--- config.mk ---
export PLATFORM = sky130hd
export DESIGN_NAME = inst_fetch_responder
export DESIGN_NICKNAME = d
export VERILOG_FILES = /design/src/rtl/inst_fetch_responder.sv
export SDC_FILE = /design/constraint.sdc
export NUM_CORES = 1
export LEC_CHECK = 0
export CAP_MARGIN = 20
export CORE_ASPECT_RATIO = 1.25
export CORE_UTILIZATION = 42
export CTS_BUF_LIST = sky130_fd_sc_hd__clkbuf_8
export CTS_CLUSTER_DIAMETER = 100
export DETAILED_ROUTE_END_ITERATION = 16
export HOLD_SLACK_MARGIN = 0.06
export PLACE_DENSITY = 0.81
export REMOVE_ABC_BUFFERS = 1
export SETUP_SLACK_MARGIN = 0.5
export SLEW_MARGIN = 20
export SYNTH_ARGS = -nofsm -noshare
export SYNTH_HDL_FRONTEND = slang
export SYNTH_SLANG_ARGS = --single-unit
export TNS_END_PERCENT = 50
--- constraint.sdc ---
create_clock -name iCLOCK -period 7.8 [get_ports iCLOCK]
set_input_delay 0.78 -clock iCLOCK [delete_from_list [all_inputs] [get_ports iCLOCK]]
set_output_delay 0.78 -clock iCLOCK [all_outputs]
set_load 0.05 [all_outputs]
--- src/rtl/inst_fetch_responder.sv ---
// Fetch-side responder: issues fetch requests in order to the instruction memory/MMU port
// and returns the read data to fetch in request order, dropping responses killed by a flush.
//
// state | meaning
// IDLE  | issue register empty, memory port idle
// ISSUE | issue register holds a request, oMEM_REQ asserted until memory takes it
module inst_fetch_responder #(
   parameter int DEPTH   = 4,
   parameter int DEPTH_N = 2
) (
   input  logic        iCLOCK,
   input  logic        iRESET_SYNC,
   input  logic        iFLUSH,
   input  logic        iFETCH_REQ,
   output logic        oFETCH_LOCK,
   input  logic [1:0]  iFETCH_MMUMOD,
   input  logic [2:0]  iFETCH_MMUPS,
   input  logic [13:0] iFETCH_ASID,
   input  logic [31:0] iFETCH_PDT,
   input  logic [31:0] iFETCH_ADDR,
   output logic        oINST_VALID,
   output logic [31:0] oINST,
   output logic [11:0] oMMU_FLAGS,
   input  logic        iINST_LOCK,
   output logic        oMEM_REQ,
   input  logic        iMEM_LOCK,
   output logic [31:0] oMEM_ADDR,
   output logic [1:0]  oMEM_MMUMOD,
   output logic [2:0]  oMEM_MMUPS,
   output logic [13:0] oMEM_ASID,
   output logic [31:0] oMEM_PDT,
   input  logic        iMEM_VALID,
   input  logic [31:0] iMEM_DATA,
   input  logic [11:0] iMEM_MMU_FLAGS
);

   typedef enum logic {IDLE, ISSUE} state_t;

   localparam logic [DEPTH_N:0]   CNT_ONE  = (DEPTH_N+1)'(1);
   localparam logic [DEPTH_N:0]   CNT_FULL = (DEPTH_N+1)'(DEPTH);
   localparam logic [DEPTH_N-1:0] PTR_ONE  = DEPTH_N'(1);

   state_t             state_q;
   logic [31:0]        addr_q, pdt_q;
   logic [1:0]         mmumod_q;
   logic [2:0]         mmups_q;
   logic [13:0]        asid_q;
   logic [DEPTH_N:0]   inflight_q, inflight_d, discard_q, discard_d, count_q, count_d, total;
   logic [DEPTH_N-1:0] rd_ptr_q, rd_ptr_d, wr_ptr_q, wr_ptr_d;
   logic [43:0]        fifo_mem [DEPTH];
   logic               occ, accept, handoff, rsp_ok, push, pop;

   assign occ     = (state_q == ISSUE);
   assign total   = {{DEPTH_N{1'b0}}, occ} + inflight_q + count_q;
   assign handoff = occ && !iMEM_LOCK;
   assign rsp_ok  = iMEM_VALID && (inflight_q != '0);
   assign pop     = (count_q != '0) && !iINST_LOCK && !iFLUSH;
   assign push    = rsp_ok && (discard_q == '0) && !iFLUSH;
   assign accept  = iFETCH_REQ && !oFETCH_LOCK;

   assign oFETCH_LOCK = (total == CNT_FULL) || (occ && iMEM_LOCK) || iFLUSH;
   assign oINST_VALID = pop;
   assign {oINST, oMMU_FLAGS} = (count_q != '0) ? fifo_mem[rd_ptr_q] : '0;

   assign oMEM_REQ    = occ;
   assign oMEM_ADDR   = addr_q;
   assign oMEM_MMUMOD = mmumod_q;
   assign oMEM_MMUPS  = mmups_q;
   assign oMEM_ASID   = asid_q;
   assign oMEM_PDT    = pdt_q;

   // A new accept while in ISSUE only happens together with a handoff, so loading always wins.
   always_ff @(posedge iCLOCK) begin
      if (iRESET_SYNC) begin
         state_q  <= IDLE;
         addr_q   <= '0;
         mmumod_q <= '0;
         mmups_q  <= '0;
         asid_q   <= '0;
         pdt_q    <= '0;
      end else if (iFLUSH) begin
         state_q <= IDLE;
      end else if (accept) begin
         state_q  <= ISSUE;
         addr_q   <= {iFETCH_ADDR[31:2], 2'b00};
         mmumod_q <= iFETCH_MMUMOD;
         mmups_q  <= iFETCH_MMUPS;
         asid_q   <= iFETCH_ASID;
         pdt_q    <= iFETCH_PDT;
      end else if (handoff) begin
         state_q <= IDLE;
      end
   end

   always_comb begin
      inflight_d = inflight_q;
      discard_d  = discard_q;
      count_d    = count_q;
      rd_ptr_d   = rd_ptr_q;
      wr_ptr_d   = wr_ptr_q;
      if (handoff) inflight_d = inflight_d + CNT_ONE;
      if (rsp_ok)  inflight_d = inflight_d - CNT_ONE;
      if (iFLUSH) begin
         // everything still out at memory after this cycle belongs to the flushed stream
         discard_d = inflight_d;
         count_d   = '0;
         rd_ptr_d  = '0;
         wr_ptr_d  = '0;
      end else begin
         if (rsp_ok && (discard_q != '0)) discard_d = discard_q - CNT_ONE;
         if (push) begin
            wr_ptr_d = wr_ptr_q + PTR_ONE;
            count_d  = count_d + CNT_ONE;
         end
         if (pop) begin
            rd_ptr_d = rd_ptr_q + PTR_ONE;
            count_d  = count_d - CNT_ONE;
         end
      end
   end

   always_ff @(posedge iCLOCK) begin
      if (iRESET_SYNC) begin
         inflight_q <= '0;
         discard_q  <= '0;
         count_q    <= '0;
         rd_ptr_q   <= '0;
         wr_ptr_q   <= '0;
      end else begin
         inflight_q <= inflight_d;
         discard_q  <= discard_d;
         count_q    <= count_d;
         rd_ptr_q   <= rd_ptr_d;
         wr_ptr_q   <= wr_ptr_d;
      end
   end

   always_ff @(posedge iCLOCK) begin
      if (push) fifo_mem[wr_ptr_q] <= {iMEM_DATA, iMEM_MMU_FLAGS};
   end

endmodule
==> results of run 1 <==
[cell usage after synthesis]
cell and count:
sky130_fd_sc_hd__and2_1 4, sky130_fd_sc_hd__xnor3_2 1, sky130_fd_sc_hd__clkbuf_1 20, sky130_fd_sc_hd__buf_12 9, sky130_fd_sc_hd__nand4b_1 1, sky130_fd_sc_hd__a21o_1 1, sky130_fd_sc_hd__nand2_1 2, sky130_fd_sc_hd__conb_1 1
sky130_fd_sc_hd__nand3b_1 1, sky130_fd_sc_hd__buf_1 2, sky130_fd_sc_hd__xnor2_1 9, sky130_fd_sc_hd__nor2b_1 45, sky130_fd_sc_hd__nor2_1 91, sky130_fd_sc_hd__o22ai_1 2, sky130_fd_sc_hd__o311ai_4 1, sky130_fd_sc_hd__fa_1 2
sky130_fd_sc_hd__mux2_2 4, sky130_fd_sc_hd__mux4_2 44, sky130_fd_sc_hd__ha_1 12, sky130_fd_sc_hd__dfxtp_1 97, sky130_fd_sc_hd__o31ai_1 1, sky130_fd_sc_hd__o21a_1 1, sky130_fd_sc_hd__edfxtp_1 176, sky130_fd_sc_hd__a21oi_1 4
sky130_fd_sc_hd__nor4_1 1, sky130_fd_sc_hd__or2_2 1, sky130_fd_sc_hd__nand2b_1 3, sky130_fd_sc_hd__and2b_2 1, sky130_fd_sc_hd__inv_1 9, sky130_fd_sc_hd__buf_4 2, sky130_fd_sc_hd__buf_2 6, sky130_fd_sc_hd__a41o_1 1
sky130_fd_sc_hd__a211oi_1 1, sky130_fd_sc_hd__nor3_1 1, sky130_fd_sc_hd__nand3_1 3, sky130_fd_sc_hd__mux2i_1 84, sky130_fd_sc_hd__xor2_1 1, sky130_fd_sc_hd__nand4_1 1, sky130_fd_sc_hd__nor4b_1 2, sky130_fd_sc_hd__and4bb_2 1
[cell families after synthesis]
group / count (synthesis)
muxes: 132
DFF: 273
other: 1
and+or+nand+nor: 158
buffers and inverters: 48
xor gates and xnor gates: 11
adders and majority gates: 14
AOI/OAI and AO/OA: 12
[worst paths after layout]
check	from	endpoint	slack [ns]	cells after the start
worst min-delay path	oMEM_PDT[8]	oMEM_PDT[8]	0.49	2
worst max register to register	oMEM_REQ	oMEM_ADDR[14]	4.10	8
worst min register to register	oMEM_PDT[8]	oMEM_PDT[8]	0.49	2
worst max-delay path	oMEM_REQ	oFETCH_LOCK	3.74	5
[sequential cells by signal, summed over array words and instances (netlist names), 3 cells and up, named ones only]
signal / cells
inflight_q: 3
discard_q: 3
count_q: 3
oMEM_PDT: 32
oMEM_MMUPS: 3
oMEM_ASID: 14
fifo_mem: 176
oMEM_ADDR: 30
[power groups by stage]
stage / logic, mW / clock network, mW / registers (mW)
2_1_floorplan: 0.326 / 0 / 1.80
3_3_place_gp: 0.663 / 0 / 1.69
3_5_place_dp: 0.672 / 0 / 1.69
4_1_cts: 0.678 / 1.17 / 1.66
5_1_grt: 0.716 / 1.22 / 1.67
6_report: 0.670 / 1.13 / 1.66
[per-stage QoR]
stage / hold WS [ns] / power [mW]
final: 0.494 / 3.46
after global routing: 0.519 / 3.61
after CTS: 0.496 / 3.51
after detailed placement: 0.485 / 2.36
after global placement: 0.473 / 2.35
after floorplan: 0.490 / 2.13
[critical path, stage by stage, from the launching register on]
cell and delay [ns]:
sky130_fd_sc_hd__dfxtp_1 0.37, sky130_fd_sc_hd__fa_1 0.45, sky130_fd_sc_hd__fa_1 0.41, sky130_fd_sc_hd__xnor3_2 0.41, sky130_fd_sc_hd__o31ai_1 0.23, sky130_fd_sc_hd__clkdlybuf4s50_1 0.88
[per-layer routing]
metal | vias to the layer above | part of all wire (%)
met5 | - | 0
met4 | 0 | 2.2
met3 | 36 | 11
met2 | 254 | 49
met1 | 3058 | 38
li1 | 2929 | -
[layout make-up]
type | count | area, sq um
fill | 1940 | 10500
multi-input combinational | 329 | 3060
tap | 330 | 413
timing repair buffer | 268 | 2660
clock buffer | 46 | 633
clock inverter | 28 | 174
sequential | 273 | 7230
inverter | 9 | 33.8
==> impl_summary.log, run 1 <==
INFO  metric synth_xor_xnor_area_share = 1.05%
INFO  metric layout_setup_ws = roughly 3.7 ns
INFO  metric net-switching-power = 946 uW
INFO  metric n_antenna_cell = 0
INFO  metric design.die.area = 25900 sq um
INFO  metric post-place-ws = 4.10 ns
INFO  metric post_synth_fa_ha_maj_area_fraction = 1.79%
INFO  metric router_iterations_before_antenna_repair = 4
INFO  metric first_global_vias = ~6500
INFO  metric avgSynthCellArea = between 15 and 20 sq um
INFO  metric pin_count_of_the_biggest_net_entering_global_routing = 90
INFO  metric p_clk_share = 32.6%
INFO  metric synth_mux_area_share = 17.7%
INFO  metric grt_util_met3 = 7.49%
INFO  metric seq_area_frac_synth = 68.1%
INFO  metric fp.dieH = between 150 and 200 um
INFO  metric grt_setup_unrepaired = false
INFO  metric detail_route.drc_violations = 0
INFO  metric finClkSkew = 0.0166 ns
INFO  metric postCtsSetupRepairBufs = 0
INFO  metric cellLeakagePower = between 5 and 6 nW
INFO  metric dpl.hpwl = 14100 um
INFO  metric worst-endpoint-required = 7.02 ns
INFO  metric timing.final.setup_violations = 0
INFO  metric maxSlewHeadroom = a little under two fifths
INFO  metric grt_overflow = 0
INFO  metric clkSinkCount = 273
INFO  metric port-buffer-count = ~260
INFO  metric htree_levels = 2
INFO  metric cts-root-to-sink-buffers = 3
INFO  metric final_core_util = 57.6%
INFO  metric share_of_the_synthesized_area_in_compound_gates_ao_oa_aoi_oai = 0.931%
INFO  metric layout.cells.most_common = sky130_fd_sc_hd__clkdlybuf4s50_1
INFO  metric setup_tns = 0 ns
INFO  metric cts_inserted_buffers = 41
INFO  metric finalHoldViolations = 0
INFO  metric routabilityCongestion = 0.783
INFO  metric syn-cell-area = 10600 sq um
INFO  metric final_layout_size_suffix_gt1_share = 12.8%
INFO  metric start_kind = register
INFO  metric detail_route.vias_per_cell = about 4.9
INFO  metric ctsRootBufferMaster = sky130_fd_sc_hd__clkbuf_8
INFO  metric floorplan.initialDensity = 43.0%
INFO  metric grt-busiest-layer = met2
INFO  metric largest_fanout_on_the_critical_path = 6
INFO  metric clock_insertion_delay_worst_skew = 0.53 ns
INFO  metric cell_count_after_placement = 1209
INFO  metric max_clock_freq = 247 MHz
INFO  metric synth.area.top_cells = sky130_fd_sc_hd__edfxtp_1 50%, sky130_fd_sc_hd__dfxtp_1 18%, sky130_fd_sc_hd__mux4_2 9.3%
INFO  metric synthDominantCellAreaShare = 49.8%
INFO  metric synth_simple_gate_area_share = 7.24%
INFO  metric design.final.nets = 1070
INFO  metric drt_wl_total = 22000 um
INFO  metric drt_iter0_drc = roughly 210
INFO  metric fin_crit = 4.06 ns
INFO  metric grtUsageMet2 = 28.9%
INFO  metric dpl_cell_area = 13400 sq um
INFO  metric design_area = 14200 sq um
INFO  metric fp.coreArea = between 20000 and 25000 sq um
INFO  metric power_density = between 200 and 250 nW/um^2
INFO  metric die_width = between 100 and 150 um
INFO  metric outcome = completed
INFO  metric synthToLayoutAreaGrowth = 33.7%
INFO  metric worst_hold_path_type = register to register
INFO  metric placementRows = 64
INFO  metric peakVddDrop = 181 uV
INFO  metric grt_use_met1 = ~18%
INFO  metric tightest_slew = 0.932 ns
INFO  metric final_min_period_over_clock_period = between 50 and 60%
INFO  metric worst_ep_arrival_time = 3.28 ns
INFO  metric yosys_register_bits = 273
INFO  metric synth_largest_area_cell = sky130_fd_sc_hd__edfxtp_1
INFO  metric cts_tree = done
INFO  metric number_of_antenna_violations_at_the_first_check_in_global_routing = 0
INFO  metric grt_first_pass_wirelength = about 34000 um
INFO  metric slew_violations = 0
INFO  metric top_level_pins = approximately 260
INFO  metric ctsHoldBuffers = 0
INFO  metric detail_route.wl_per_cell = approximately 17 um
INFO  metric ant_nets = 0
INFO  metric power_switching_share = roughly 27%
INFO  metric most-common-layout-cells = 258 x sky130_fd_sc_hd__clkdlybuf4s50_1, 176 x sky130_fd_sc_hd__edfxtp_1, 95 x sky130_fd_sc_hd__dfxtp_1
INFO  metric synthDistinctLibCells = 40
INFO  metric timing.setup.critical_path_class = register to output pin
INFO  metric postCtsResizedCells = 0
INFO  metric syn-instance-count = around 650
INFO  metric p_int = between 2 and 3 mW
INFO  metric groute.usage.overall = 16.8%
INFO  metric comb_power_share = 19.4%
INFO  metric cap_violations = 0
INFO  metric synth_top_family_by_area = multiplexers
INFO  metric detailroute.via_count = 6277
INFO  metric clk_pin_slew = 0.06 ns
INFO  metric cp-end-kind = output pin
INFO  metric synth_warnings = 0
INFO  metric post_layout_nonfiller_instances = 1283
INFO  metric seq_power_share = 48.0%
(Power assumes the default switching activity.)
==> run 2, diff against run 1 <==
Settings changed: PLACE_DENSITY 0.81 to 0.84.
Clock period 7.8 ns to 3.6 ns, I/O delays scaled along.
==> run 2 against run 1 <==
Against the previous run:
- utilization is 0.50 points higher
- clock skew decreased by 0.0017 ns
- total power increased by 110%
- hold slack worse by 0.18 ns
- sequential share of layout area fell by 0.44 points
- design area grew 0.86%
- sequential power is 120% higher
- first-iteration DRC count increased by 0.47%
- register-to-register slack worse by 3.5 ns
- largest power group unchanged
- highest routed layer is now met5
==> impl_summary.log, run 2 (synthesized netlist as in run 1, its figures left out) <==
INFO  metric clkSinkCount = 273 (unchanged)
INFO  metric cts_inserted_buffers = 41 (unchanged)
INFO  metric regMostFlops = fifo_mem
INFO  metric holdPathStages = 3 (+1)
INFO  metric fin_crit = 3.08 ns
INFO  metric fp.coreArea = 24700 sq um (unchanged)
INFO  metric timing.final.setup_violations = 0 (unchanged)
INFO  metric grtUsageMet2 = 31.0% (+2.1 points)
INFO  metric post-place-ws = 0.661 ns (-3.44 ns)
INFO  metric grt_setup_unrepaired = true
INFO  metric final_core_util = 58.1% (+0.50 points)
INFO  metric setup_tns = 0 ns (unchanged)
INFO  metric detail_route.vias_per_cell = 4.93 (+0.67%)
INFO  metric grt-busiest-layer = met2
INFO  metric p_int = 5.34 mW (+110%)
INFO  metric outcome = completed
INFO  metric filler_cell_count = 1934 (-0.31%)
INFO  metric critical_path.cell_chain = inv_1 > ha_1 > and2b_2 > buf_4 > nor2b_1 > clkdlybuf4s50_1
INFO  metric p_clk_share = 31.8% (-0.8 points)
INFO  metric synthToLayoutAreaGrowth = 34.9%
INFO  metric maxSlewHeadroom = 56.3% (+18 points)
INFO  metric final_layout_size_suffix_gt1_share = 13.7% (+0.89 points)
INFO  metric seq_power_share = 48.4% (+0.4 points)
INFO  metric crit_buf_inv = 3 (+2)
INFO  metric layout.cells.most_common = sky130_fd_sc_hd__clkdlybuf4s50_1
INFO  metric grt_overflow = 0 (unchanged)
INFO  metric grt_util_met3 = 6.61% (-0.88 points)
INFO  metric worst_hold_path_type = primary input to register
INFO  metric grt_use_met1 = 19.2% (+1.0 points)
INFO  metric final-seq-area = 7230 sq um (unchanged)
INFO  metric cp_max_stage_delay = 0.83 ns (-0.05 ns)
INFO  metric power_switching_share = 28.1% (+0.78 points)
INFO  metric worstHoldStart = iRESET_SYNC
INFO  metric r2r_slack = 0.64 ns (-3.46 ns)
INFO  metric slew_violations = 0 (unchanged)
INFO  metric dpl.hpwl = 14900 um (+5.2%)
INFO  metric floorplan.initialDensity = 43.0% (unchanged)
INFO  metric drt_wl_total = 22600 um (+2.9%)
INFO  metric groute.usage.overall = 17.8% (+0.99 points)
INFO  metric cap_violations = 0 (unchanged)
INFO  metric timing.setup.critical_path_class = register to output pin
INFO  metric start_kind = register
INFO  metric port-buffer-count = 259 (unchanged)
INFO  metric die_width = 144 um (unchanged)
INFO  metric n_antenna_cell = 0 (unchanged)
INFO  metric rr_worst_depth = 8 (unchanged)
INFO  metric layout_setup_ws = 0.521 ns (-3.22 ns)
INFO  metric clk_pin_slew = 0.07 ns (about the same)
INFO  metric cts-root-to-sink-buffers = 3 (unchanged)
INFO  metric multi_input_comb_area = 3060 sq um (unchanged)
INFO  metric ctsRootBufferMaster = sky130_fd_sc_hd__clkbuf_8
INFO  metric top_level_pins = 264 (unchanged)
INFO  metric placementRows = 64 (unchanged)
INFO  metric detailroute.via_count = 6339 (+0.99%)
INFO  metric final_min_period_over_clock_period = 85.5%
INFO  metric worst-endpoint-required = 3.24 ns (-3.78 ns)
INFO  metric cts_tree = done
INFO  metric cp_top_family = buffers and inverters
INFO  metric regToRegStartpoint = oMEM_REQ
INFO  metric worst_ep_arrival_time = 2.72 ns (-0.56 ns)
INFO  metric cellLeakagePower = 5.58 nW (+6.6%)
INFO  metric routabilityCongestion = 0.751 (-4.1%)
INFO  metric largest_register_ff_count = 176 (unchanged)
INFO  metric cp-end-kind = output pin
INFO  metric post_layout_nonfiller_instances = 1287 (+0.31%)
INFO  metric router_iterations_before_antenna_repair = 4 (unchanged)
INFO  metric cell_count_after_placement = 1214 (+0.41%)
INFO  metric cpMaxStageDelayCell = sky130_fd_sc_hd__clkdlybuf4s50_1
INFO  metric design.final.nets = 1076 (+0.56%)
INFO  metric most-common-layout-cells = 224 x sky130_fd_sc_hd__clkdlybuf4s50_1, 176 x sky130_fd_sc_hd__edfxtp_1, 95 x sky130_fd_sc_hd__dfxtp_1
INFO  metric largest_fanout_on_the_critical_path = 47 (+41)
INFO  metric finClkSkew = 0.0149 ns (-0.00170 ns)
INFO  metric pin_count_of_the_biggest_net_entering_global_routing = 89 (-1.1%)
INFO  metric ant_nets = 0 (unchanged)
INFO  metric finalHoldViolations = 0 (unchanged)
INFO  metric max_clock_freq = 325 MHz
INFO  metric ctsHoldBuffers = 0 (unchanged)
INFO  metric tightest_slew = 0.656 ns (-0.276 ns)
INFO  metric peakVddDrop = 383 uV (+110%)
INFO  metric comb_power_share = 19.7% (+0.3 points)
INFO  metric first_global_vias = 6929 (+5.8%)
INFO  metric fp.dieH = 180 um (unchanged)
INFO  metric grt_first_pass_wirelength = 35400 um (+5.5%)
INFO  metric r2r_end = oMEM_ASID[0]
INFO  metric power_density = 518 nW/um^2 (+110%)
INFO  metric number_of_antenna_violations_at_the_first_check_in_global_routing = 1 (+1)
INFO  metric clock_insertion_delay_worst_skew = 0.53 ns (about the same)
INFO  metric detail_route.wl_per_cell = 17.6 um (+2.5%)
INFO  metric design.die.area = 25900 sq um (unchanged)
INFO  metric net-switching-power = 2.09 mW (+120%)
INFO  metric htree_levels = 2 (unchanged)
INFO  metric detail_route.drc_violations = 0 (unchanged)
INFO  metric drt_iter0_drc = 214 (+0.47%)
## run 2: worst max path at each step
| stage | endpoint | cells after the start | startpoint | slack (ns) |
|---|---|---|---|---|
| floorplan | oMEM_ADDR[10] | 6 | oMEM_REQ | -1.57 |
| global placement | oMEM_ADDR[12] | 8 | oMEM_REQ | 0.75 |
| detailed placement | oMEM_ASID[0] | 8 | oMEM_REQ | 0.66 |
| CTS | oINST[14] | 6 | count_q[0] | 0.39 |
| global route | oINST[31] | 6 | count_q[0] | 0.39 |
| finish | oINST[21] | 6 | count_q[0] | 0.52 |
## run 2: worst register-to-register path, stage by stage, from the launching register on
cell	delay (ns)
sky130_fd_sc_hd__dfxtp_1	0.37
sky130_fd_sc_hd__fa_1	0.45
sky130_fd_sc_hd__fa_1	0.40
sky130_fd_sc_hd__xnor3_2	0.41
sky130_fd_sc_hd__o311ai_4	0.30
sky130_fd_sc_hd__buf_12	0.21
sky130_fd_sc_hd__buf_12	0.30
sky130_fd_sc_hd__mux2i_1	0.34
sky130_fd_sc_hd__nor2_1	0.06
## run 2: per-layer routing
metal  up-vias  share of wire (%)
met5         -              0.058
met4         2                2.9
met3        42                9.1
met2       260                 50
met1      3100                 38
li1       2935                  -
## run 2: through the flow
step / area [sq um] / hold WS [ns] / power, mW
6_report: 14300 / 0.309 / 7.42
3_5_place_dp: 13500 / 0.483 / 5.15
3_3_place_gp: 13500 / 0.472 / 5.11
2_1_floorplan: 10300 / 0.432 / 4.61
4_1_cts: 14300 / 0.299 / 7.51
5_1_grt: 14300 / 0.330 / 7.76
## run 2: what timing repair did
| item | CTS | global route |
|---|---|---|
| setup endpoints to repair | 40 | 26 |
| gates resized for setup | 20 | 13 |
| setup buffers | 1 | 0 |
| hold endpoints to repair | 0 | 0 |
## run 2: power by group through the flow
stage                     clock network, mW  registers [mW]  logic, mW
after floorplan                           0            3.90      0.707
after global placement                    0            3.66       1.46
after detailed placement                  0            3.67       1.48
after CTS                              2.43            3.60       1.48
after global routing                   2.57            3.62       1.57
final                                  2.36            3.60       1.46
## run 2: final cells by class
cell class / count / area share [%]
sequential: 273 / 50.5
timing repair buffer: 274 / 19.7
clock inverter: 28 / 1.07
multi-input combinational: 329 / 21.4
clock buffer: 44 / 4.23
tap: 330 / 2.88
inverter: 9 / 0.236
==> run 3, diff against run 2 <==
Settings changed: HOLD_SLACK_MARGIN 0.06 to 0.03, TNS_END_PERCENT 50 to 30.
==> run 3 against run 2 <==
Against the previous run:
- global-route usage unchanged
- sequential share of layout area about the same
- sequential power about the same
- first-iteration DRC count up 2.8%
- non-clock buffer count unchanged
- total power about the same
- register-to-register slack about the same
- die area unchanged
- combinational power about the same
- maximum frequency down 0.46%
- flip-flop and latch count unchanged
- count of clock-buffer cells in the layout unchanged
==> impl_summary.log, run 3 (synthesized netlist as in run 1, its figures left out) <==
INFO  metric htree_levels = 2 (unchanged)
INFO  metric most-common-layout-cells = 235 x sky130_fd_sc_hd__clkdlybuf4s50_1, 176 x sky130_fd_sc_hd__edfxtp_1, 95 x sky130_fd_sc_hd__dfxtp_1
INFO  metric finClkSkew = 0.0145 ns (-0.000354 ns)
INFO  metric largest_register_ff_count = 176 (unchanged)
INFO  metric floorplan.initialDensity = 43.0% (unchanged)
INFO  metric first_global_vias = 6927 (-0.029%)
INFO  metric cellLeakagePower = 5.48 nW (-1.7%)
INFO  metric detail_route.wl_per_cell = 17.5 um (-0.25%)
INFO  metric design_area = 14300 sq um (about the same)
INFO  metric layout.cells.most_common = sky130_fd_sc_hd__clkdlybuf4s50_1
INFO  metric clk_pin_slew = 0.07 ns (about the same)
INFO  metric pin_count_of_the_biggest_net_entering_global_routing = 89 (unchanged)
INFO  metric fp.coreArea = 24700 sq um (unchanged)
INFO  metric fin_crit = 3.09 ns (+0.0142 ns)
INFO  metric drt_iter0_drc = 220 (+2.8%)
INFO  metric n_antenna_cell = 0 (unchanged)
INFO  metric worst_hold_path_type = primary input to register
INFO  metric timing.setup.critical_path_class = register to output pin
INFO  metric grt_overflow = 0 (unchanged)
INFO  metric cts-root-to-sink-buffers = 3 (unchanged)
INFO  metric routabilityCongestion = 0.751 (unchanged)
INFO  metric ant_nets = 0 (unchanged)
INFO  metric regMostFlops = fifo_mem
INFO  metric clock_insertion_delay_worst_skew = 0.52 ns (about the same)
INFO  metric outcome = completed
INFO  metric cts_inserted_buffers = 41 (unchanged)
INFO  metric design.die.area = 25900 sq um (unchanged)
INFO  metric cap_violations = 0 (unchanged)
INFO  metric die_width = 144 um (unchanged)
INFO  metric fp.dieH = 180 um (unchanged)
INFO  metric ctsHoldBuffers = 0 (unchanged)
INFO  metric detail_route.vias_per_cell = 4.92 (about the same)
INFO  metric timing.final.setup_violations = 0 (unchanged)
INFO  metric grt_first_pass_wirelength = 35400 um (unchanged)
INFO  metric post-place-ws = 0.661 ns (unchanged)
INFO  metric peakVddDrop = 383 uV (about the same)
INFO  metric placementRows = 64 (unchanged)
INFO  metric layout_setup_ws = 0.507 ns (-0.0142 ns)
INFO  metric groute.usage.overall = 17.8% (unchanged)
INFO  metric ctsRootBufferMaster = sky130_fd_sc_hd__clkbuf_8
INFO  metric clkSinkCount = 273 (unchanged)
INFO  metric top_level_pins = 264 (unchanged)
INFO  metric synthToLayoutAreaGrowth = 34.9% (about the same)
INFO  metric detailroute.via_count = 6338 (-0.016%)
INFO  metric port-buffer-count = 259 (unchanged)
INFO  metric design.final.nets = 1076 (unchanged)
INFO  metric grt_setup_unrepaired = true
INFO  metric finalHoldViolations = 0 (unchanged)
INFO  metric max_clock_freq = 323 MHz (-0.46%)
INFO  metric cp-end-kind = output pin
INFO  metric final_min_period_over_clock_period = 85.9% (+0.39 points)
INFO  metric dpl.hpwl = 14900 um (unchanged)
INFO  metric power_density = 518 nW/um^2 (about the same)
INFO  metric dpl_cell_area = 13500 sq um (unchanged)
INFO  metric detail_route.drc_violations = 0 (unchanged)
INFO  metric router_iterations_before_antenna_repair = 4 (unchanged)
INFO  metric largest_fanout_on_the_critical_path = 47 (unchanged)
INFO  metric final_layout_size_suffix_gt1_share = 13.7% (unchanged)
INFO  metric worst_ep_arrival_time = 2.73 ns (about the same)
INFO  metric number_of_antenna_violations_at_the_first_check_in_global_routing = 1 (unchanged)
INFO  metric tightest_slew = 0.653 ns (-0.00205 ns)
INFO  metric cts_tree = done
INFO  metric r2r_slack = 0.64 ns (about the same)
INFO  metric drt_wl_total = 22500 um (-0.25%)
INFO  metric filler_cell_count = 1937 (+0.16%)
INFO  metric slew_violations = 0 (unchanged)
INFO  metric start_kind = register
INFO  metric worst-endpoint-required = 3.24 ns (about the same)
INFO  metric maxSlewHeadroom = 56.3% (about the same)
[run 3: per-stage QoR]
step           util, %  std cells  hold WS (ns)  setup TNS (ns)  power [mW]
3_5_place_dp      54.9       1214         0.483               0        5.15
3_3_place_gp      54.9       1214         0.472               0        5.11
5_1_grt           58.1       1287         0.330               0        7.77
2_1_floorplan        -        611         0.432         -128.29        4.61
4_1_cts           58.0       1287         0.299               0        7.52
6_report          58.1       1287         0.311               0        7.43
[run 3: path summary, 6_finish.rpt]
kind / startpoint / to / depth (start not counted)
worst min-delay path: iRESET_SYNC / register / 3
worst max register to register: oMEM_REQ / oMEM_ASID[0] / 8
worst min register to register: oMEM_PDT[7] / oMEM_PDT[7] / 2
worst max-delay path: count_q[0] / oINST[9] / 6
[run 3: cell type report]
| class | count | area (sq um) | area share (%) |
|---|---|---|---|
| tap | 330 | 413 | 2.88 |
| inverter | 9 | 33.8 | 0.236 |
| timing repair buffer | 274 | 2830 | 19.7 |
| clock buffer | 44 | 606 | 4.23 |
| sequential | 273 | 7230 | 50.5 |
| clock inverter | 28 | 154 | 1.07 |
| multi-input combinational | 329 | 3060 | 21.3 |
[run 3: metal layers]
metal	global-route usage, %	vias to the layer above	routed length [um]
li1	-	2936	-
met2	31.0	257	11300
met4	6.78	2	651
met5	0	-	13
met3	6.61	42	2060
met1	19.3	3101	8490
[run 3: critical path, cell delays in order, from the launching register on]
cell and delay [ns]:
sky130_fd_sc_hd__dfxtp_1 0.41, sky130_fd_sc_hd__inv_1 0.06, sky130_fd_sc_hd__ha_1 0.18, sky130_fd_sc_hd__and2b_2 0.19, sky130_fd_sc_hd__buf_4 0.29, sky130_fd_sc_hd__nor2b_1 0.19
sky130_fd_sc_hd__clkdlybuf4s50_1 0.82
[run 3: power by group]
group / switching [mW] / leakage [nW] / internal, mW
clock network: 1.16 / 0.411 / 1.21
logic: 0.846 / 2.69 / 0.622
registers: 0.0822 / 2.38 / 3.51
[run 3: timing repair]
item,in CTS,in global routing
gates resized for setup,12,10
endpoints found under the setup margin,40,34
pin swaps,0,0
hold endpoints to repair,0,0
buffers inserted,1,0
